File: src/rtl/amcp_txq_pkg.sv
// rtl/amcp_txq_pkg.sv - shared types, defaults and pointer-width helper for the transmit queue
//
// Purpose : payload type shared with the multi-cycle-path CDC block, default
//           sizing, and the pointer width (index bits plus one wrap bit).
// Ports   : none (package).

package amcp_txq_pkg;

    // Must match the data type of the CDC sender downstream.
    typedef logic [7:0] dat_t;

    localparam int DEF_DEPTH = 4;
    localparam int DEF_CNT_W = 16;

    // Pointers carry one extra wrap bit so full and empty can be told apart.
    function automatic int ptr_w(input int depth);
        return $clog2(depth) + 1;
    endfunction

endpackage

File: src/rtl/amcp_txq_if.sv
// rtl/amcp_txq_if.sv - producer, flush, CDC-sender and status signals of the transmit queue
//
// Purpose : bundles every non-clock signal of amcp_txq.
// Modports: slave  - the queue itself (amcp_txq)
//           master - whatever drives the queue (producer + CDC sender side)
// Signals : in_valid/in_ready/in_data  producer handshake
//           aflush                     synchronous clear
//           asend/aready/adatain       hand-off to the CDC sender
//           acount/aempty/afull        fill level
//           asent_cnt                  words handed off since reset (wraps)

interface amcp_txq_if #(
    parameter int DEPTH = amcp_txq_pkg::DEF_DEPTH,
    parameter int CNT_W = amcp_txq_pkg::DEF_CNT_W
);
    import amcp_txq_pkg::*;

    localparam int PW = ptr_w(DEPTH);

    logic             in_valid;
    logic             in_ready;
    dat_t             in_data;
    logic             aflush;
    dat_t             adatain;
    logic             asend;
    logic             aready;
    logic [PW-1:0]    acount;
    logic             aempty;
    logic             afull;
    logic [CNT_W-1:0] asent_cnt;

    modport slave (
        input  in_valid, in_data, aflush, aready,
        output in_ready, adatain, asend, acount, aempty, afull, asent_cnt
    );

    modport master (
        output in_valid, in_data, aflush, aready,
        input  in_ready, adatain, asend, acount, aempty, afull, asent_cnt
    );

endinterface

File: src/rtl/amcp_txq_fifo.sv
// rtl/amcp_txq_fifo.sv - storage, wrap-bit pointers and fill level for the transmit queue
//
// Purpose : DEPTH-entry FIFO with no bypass; read data comes straight from
//           storage at the read pointer.
// Ports   : clk_i, rst_ni      clock, asynchronous active-low reset
//           push_i, wdata_i    write wdata_i at the write pointer
//           pop_i              advance the read pointer
//           flush_i            both pointers to zero on the next edge
//           rdata_o            head-of-queue word
//           count_o, empty_o, full_o  fill level

module amcp_txq_fifo
    import amcp_txq_pkg::*;
#(
    parameter int DEPTH = DEF_DEPTH,
    localparam int PW   = ptr_w(DEPTH)
) (
    input  logic          clk_i,
    input  logic          rst_ni,
    input  logic          push_i,
    input  dat_t          wdata_i,
    input  logic          pop_i,
    input  logic          flush_i,
    output dat_t          rdata_o,
    output logic [PW-1:0] count_o,
    output logic          empty_o,
    output logic          full_o
);

    localparam int AW = PW - 1;

    dat_t          mem_q [DEPTH];
    logic [PW-1:0] wptr_q, wptr_d;
    logic [PW-1:0] rptr_q, rptr_d;
    logic          push_ok;
    logic          pop_ok;

    assign empty_o = (wptr_q == rptr_q);
    assign full_o  = (wptr_q[AW-1:0] == rptr_q[AW-1:0]) && (wptr_q[AW] != rptr_q[AW]);
    assign count_o = wptr_q - rptr_q;
    assign rdata_o = mem_q[rptr_q[AW-1:0]];

    // Self-protecting against overflow/underflow; flush wins over both.
    assign push_ok = push_i && !full_o && !flush_i;
    assign pop_ok  = pop_i && !empty_o && !flush_i;

    always_comb begin
        wptr_d = wptr_q;
        rptr_d = rptr_q;
        if (flush_i) begin
            wptr_d = '0;
            rptr_d = '0;
        end else begin
            if (push_ok) wptr_d = wptr_q + PW'(1);
            if (pop_ok)  rptr_d = rptr_q + PW'(1);
        end
    end

    always_ff @(posedge clk_i or negedge rst_ni) begin
        if (!rst_ni) begin
            wptr_q <= '0;
            rptr_q <= '0;
        end else begin
            wptr_q <= wptr_d;
            rptr_q <= rptr_d;
        end
    end

    // Storage is deliberately not reset; the head is don't-care while empty.
    always_ff @(posedge clk_i) begin
        if (push_ok) mem_q[wptr_q[AW-1:0]] <= wdata_i;
    end

endmodule

File: src/rtl/amcp_txq.sv
// rtl/amcp_txq.sv - transmit queue in front of the multi-cycle-path CDC sender
//
// Purpose : buffers producer words and hands them one at a time to the CDC
//           sender, hiding the sender's ready/acknowledge round trip.
// Ports   : aclk    sole clock
//           arst_n  asynchronous active-low reset
//           bus     amcp_txq_if.slave (producer, flush, sender, status)

module amcp_txq
    import amcp_txq_pkg::*;
#(
    parameter int DEPTH = DEF_DEPTH,
    parameter int CNT_W = DEF_CNT_W
) (
    input  logic       aclk,
    input  logic       arst_n,
    amcp_txq_if.slave  bus
);

    localparam int PW = ptr_w(DEPTH);

    logic             in_ready_w;
    logic             asend_w;
    logic             push;
    logic             empty;
    logic             full;
    logic [PW-1:0]    count;
    dat_t             head;
    logic [CNT_W-1:0] asent_cnt_q, asent_cnt_d;

    // Both handshakes depend only on registered state plus aready/aflush,
    // never on in_valid. asend lasts one edge per word because the sender
    // drops aready the cycle after it sees asend.
    assign in_ready_w = !full && !bus.aflush;
    assign asend_w    = bus.aready && !empty && !bus.aflush;
    assign push       = bus.in_valid && in_ready_w;

    amcp_txq_fifo #(
        .DEPTH (DEPTH)
    ) u_fifo (
        .clk_i   (aclk),
        .rst_ni  (arst_n),
        .push_i  (push),
        .wdata_i (bus.in_data),
        .pop_i   (asend_w),
        .flush_i (bus.aflush),
        .rdata_o (head),
        .count_o (count),
        .empty_o (empty),
        .full_o  (full)
    );

    always_comb begin
        asent_cnt_d = asent_cnt_q;
        if (asend_w) asent_cnt_d = asent_cnt_q + CNT_W'(1);
    end

    always_ff @(posedge aclk or negedge arst_n) begin
        if (!arst_n) asent_cnt_q <= '0;
        else         asent_cnt_q <= asent_cnt_d;
    end

    assign bus.in_ready  = in_ready_w;
    assign bus.asend     = asend_w;
    assign bus.adatain   = head;
    assign bus.acount    = count;
    assign bus.aempty    = empty;
    assign bus.afull     = full;
    assign bus.asent_cnt = asent_cnt_q;

endmodule

File: src/flat_wrapper.sv
// flat-port wrapper written by rule: the top's interface ports become plain ports
module amcp_txq_flat import amcp_txq_pkg::*;
#(
    parameter int DEPTH = DEF_DEPTH,
    parameter int CNT_W = DEF_CNT_W
)
  (aclk, arst_n, bus_in_valid, bus_in_data, bus_aflush, bus_aready, bus_in_ready, bus_adatain, bus_asend, bus_acount, bus_aempty, bus_afull, bus_asent_cnt);
  amcp_txq_if #(.DEPTH(DEPTH), .CNT_W(CNT_W)) bus_i ();
  input  logic aclk;
  input  logic arst_n;
  input wire logic [$bits(bus_i.in_valid)-1:0] bus_in_valid;
  input wire logic [$bits(bus_i.in_data)-1:0] bus_in_data;
  input wire logic [$bits(bus_i.aflush)-1:0] bus_aflush;
  input wire logic [$bits(bus_i.aready)-1:0] bus_aready;
  output wire logic [$bits(bus_i.in_ready)-1:0] bus_in_ready;
  output wire logic [$bits(bus_i.adatain)-1:0] bus_adatain;
  output wire logic [$bits(bus_i.asend)-1:0] bus_asend;
  output wire logic [$bits(bus_i.acount)-1:0] bus_acount;
  output wire logic [$bits(bus_i.aempty)-1:0] bus_aempty;
  output wire logic [$bits(bus_i.afull)-1:0] bus_afull;
  output wire logic [$bits(bus_i.asent_cnt)-1:0] bus_asent_cnt;
  assign bus_i.in_valid = bus_in_valid;
  assign bus_i.in_data = bus_in_data;
  assign bus_i.aflush = bus_aflush;
  assign bus_i.aready = bus_aready;
  assign bus_in_ready = bus_i.in_ready;
  assign bus_adatain = bus_i.adatain;
  assign bus_asend = bus_i.asend;
  assign bus_acount = bus_i.acount;
  assign bus_aempty = bus_i.aempty;
  assign bus_afull = bus_i.afull;
  assign bus_asent_cnt = bus_i.asent_cnt;
  amcp_txq #(.DEPTH(DEPTH), .CNT_W(CNT_W)) u_core (.aclk(aclk), .arst_n(arst_n), .bus(bus_i));
endmodule
File: config.mk
export PLATFORM = sky130hd
export DESIGN_NAME = amcp_txq_flat
export DESIGN_NICKNAME = d
export VERILOG_FILES = /design/src/rtl/amcp_txq_pkg.sv /design/src/rtl/amcp_txq_if.sv /design/src/rtl/amcp_txq_fifo.sv /design/src/rtl/amcp_txq.sv /design/src/flat_wrapper.sv
export SDC_FILE = /design/constraint.sdc
export NUM_CORES = 1
export LEC_CHECK = 0
export BUFFER_PORTS_ARGS = -buffer_cell sky130_fd_sc_hd__buf_2
export CAP_MARGIN = 20
export CORE_ASPECT_RATIO = 1.4
export CORE_MARGIN = 8
export CORE_UTILIZATION = 59
export DETAILED_ROUTE_END_ITERATION = 10
export HOLD_SLACK_MARGIN = 0.15
export PLACE_DENSITY = 0.84
export SLEW_MARGIN = 30
export SYNTH_ARGS = -nofsm -noshare
export SYNTH_HDL_FRONTEND = slang
export SYNTH_HIERARCHICAL = 1
export SYNTH_SLANG_ARGS = --single-unit
export TNS_END_PERCENT = 20
File: constraint.sdc
create_clock -name aclk -period 6.99 [get_ports aclk]
set_input_delay 1.0485 -clock aclk [delete_from_list [all_inputs] [get_ports aclk]]
set_output_delay 1.0485 -clock aclk [all_outputs]
set_load 0.01 [all_outputs]
==> reports/results.ini <==
[layout]
fin_nets = 235
multi_input_area_um2 = 895.9
n_antenna_cell = 0
ff_latch_area_mm2 = 0.001511
fin_util_pct = 70.88
nFillCells = 256
area.growth.synth_to_final_pct = 14.29
drive_above_1_share_pct = 30.84

[clock_tree]
cts_tree = yes
clock_latency_ns = 0.31
clk_pin_slew_ns = 0.09
clock_sinks = 54
hold_buffers = 0
post_cts_buffers = 0
numCtsBuffers = 5
post_cts_resized = 0
root_buffer = clkbuf_8
cts_buffer_depth = 2
h-tree-depth = 2

[placed_design]
gp_congestion = 0.8762
portBuffers = 43
dp_hpwl_mm = 3.600

[sta]
fin_crit_sh_pct = 53.59
tns_ns = 0
whs_ns = 0.4832
rsz0062_at_grt = false
max_clock_freq_mhz = 266.9
setup_violations = 0
maxSlewViolCount = 0
finalHoldViolCount = 0
period_minus_slack_ns = 3.746
worst_pin_slew_ns = 0.6771
slew_headroom_pct = 54.81
fin_skew_ns = 0.008233

[grt]
grt_pass1_wl_mm = 7.748
grt_use_total_pct = 15.02
gr-total-overflow = 0
grt_max_degree = 23
grt_antenna_before_repair = 0
grt_pass1_vias = 1656

[setup_path]
crit_type = flop to primary output
end_kind = primary output
cp_top_family = simple AND/OR/NAND/NOR gates
critPathSlowestCell = dfrtp_1
reg2reg_depth = 8
path_buf_inv = 1
cpPeakStageDelay_ns = 0.75
startpoint_type = flop
cp.depth = 5
crit_path_cell_trace = ha_1 -> nand2_1 -> nor2b_1 -> nor3b_4 -> buf_2
cp_max_fo = 18
worstPathRequired_ns = 5.94
crit_arrival_ns = 2.70

[floorplanning]
fp.dieW_um = 70.48
core_area_mm2 = 0.003953
rows = 27
die-height_um = 92.27
io_pins = 44
die-area_mm2 = 0.006502
start_util_pct = 62.01

[yosys]
synth_ff_type = edfxtp_1
synthCells = 168
async_flop_share_pct = 40.74
synth_area_mm2 = 0.002451
synth_nets = 190
synth_edf_count = 32
synth_area_leaders = edfxtp_1, dfrtp_1, mux4_2
ys_seq_area_share_pct = 61.66
yosys.area.top_type = edfxtp_1
yosys_warnings = 6
yosysUniqueCellTypes = 37
synth_top_area_share_pct = 39.20
synth_seq_cells = 54
synth.avg_cell_area_um2 = 14.59

[run_status]
status = completed

[routing]
drtIter0Drc = 70
drc = 0
wire_per_inst_um = 18.31
drt_wl_total_mm = 4.706
ant_nets = 0
viasPerCell = 6.000
firstDrtPassIters = 4
num_vias = 1542

[power]
cellLeakagePower_nw = 1.190
ir_drop_v = 0.0002643
p_per_area_mw_per_mm2 = 270.4
p_total_mw = 0.7576

[worst_hold_path]
min_path_cells = 1
hold_path.class = flop to flop

[run]
maxCapViolations = 0

[registers in the layout (all words and copies together), names as in the netlist]
signal	cells
u_core/u_fifo/rptr_q	3
u_core/u_fifo/mem_q	32
u_core/bus.asent_cnt	16
u_core/u_fifo/wptr_q	3
[through the flow]
stage	area, um2	worst slack (ns)	cells
2_1_floorplan	2451	3.944	168
3_3_place_gp	2698	3.675	249
3_5_place_dp	2698	3.565	249
4_1_cts	2796	3.208	257
5_1_grt	2801	2.993	257
6_report	2801	3.244	257
[cell type report]
class	count	share of cell area, %
tap	43	1.920
clock buffer	6	2.948
multi-input combinational	102	31.98
clock inverter	2	0.5806
inverter	7	0.9379
timing repair buffer	43	7.682
sequential	54	53.95
[power breakdown]
group / switching [mW] / leakage [nW] / internal (mW)
clock: 0.0982 / 0.0478 / 0.0816
combinational: 0.0998 / 0.553 / 0.0871
sequential: 0.0324 / 0.589 / 0.359
total: 0.230 / 1.19 / 0.527
[logic make-up (layout without fill, tap and decap cells)]
family,Yosys count,in the layout,synth area share (%)
xor+xnor,17,17,6.381
flops,54,54,61.66
mux,10,10,8.269
compound gates,11,11,3.114
buf+inv,12,58,1.991
fa+ha+maj,9,9,4.901
simple gates,55,55,13.68
[worst reg2reg max path, stage by stage, from the launching register on]
cell and delay [ns]:
dfrtp_1 0.75, ha_1 0.41, nand2_1 0.26, or2_1 0.19
inv_1 0.08, nor2_1 0.10, and2_1 0.28, nand2_1 0.15
nor3_2 0.52
[cell usage in the layout, fill, tap and decap left out, drive strengths merged, types with 2 or more instances in the layout]
cell type	synthesis	routed
buf	3	43
xnor2	10	10
nand4	4	4
nand4b	2	2
nand3	7	7
nor2	8	8
inv	7	8
clkbuf	2	6
and4	2	2
xor2	7	7
nor2b	3	3
edfxtp	32	32
mux2	2	2
nand2	10	10
a21oi	3	3
mux4	8	8
ha	8	8
dfrtp	22	22
or4	2	2
and3	8	8
a31oi	3	3
nor3b	3	3
[cells in the mapped netlist, drive strengths merged, types with 2 or more instances]
| master | instances |
|---|---|
| buf | 3 |
| edfxtp | 32 |
| and3 | 8 |
| clkbuf | 2 |
| nand4 | 4 |
| nor2 | 8 |
| and4 | 2 |
| a21oi | 3 |
| nor2b | 3 |
| or4 | 2 |
| nor3b | 3 |
| inv | 7 |
| nand3 | 7 |
| nand2 | 10 |
| dfrtp | 22 |
| nand4b | 2 |
| ha | 8 |
| mux4 | 8 |
| mux2 | 2 |
| a31oi | 3 |
| xor2 | 7 |
| xnor2 | 10 |
[metal layers]
metal | share of wire, % | GRT usage (%) | up-vias
li1 | - | - | 716
met1 | 37 | 14.73 | 767
met2 | 55 | 27.25 | 50
met3 | 5.7 | 5.178 | 9
met4 | 2.1 | 7.059 | 0
met5 | 0 | 0 | -
[path summary, 6_finish.rpt]
kind	start	end	slack, ns
worst max-delay path	u_core/u_fifo/rptr_q[0]	bus_asend	3.24
worst min-delay path	u_core/bus.asent_cnt[15]	u_core/bus.asent_cnt[15]	0.48
worst max register to register	u_core/u_fifo/rptr_q[0]	u_core/u_fifo/mem_q[3][0]	3.89
worst min register to register	u_core/bus.asent_cnt[15]	u_core/bus.asent_cnt[15]	0.48
max in group asynchronous	arst_n	u_core/u_fifo/wptr_q[0]	5.98
min in group asynchronous	arst_n	u_core/u_fifo/rptr_q[1]	0.68
(Power assumes the default switching activity.)
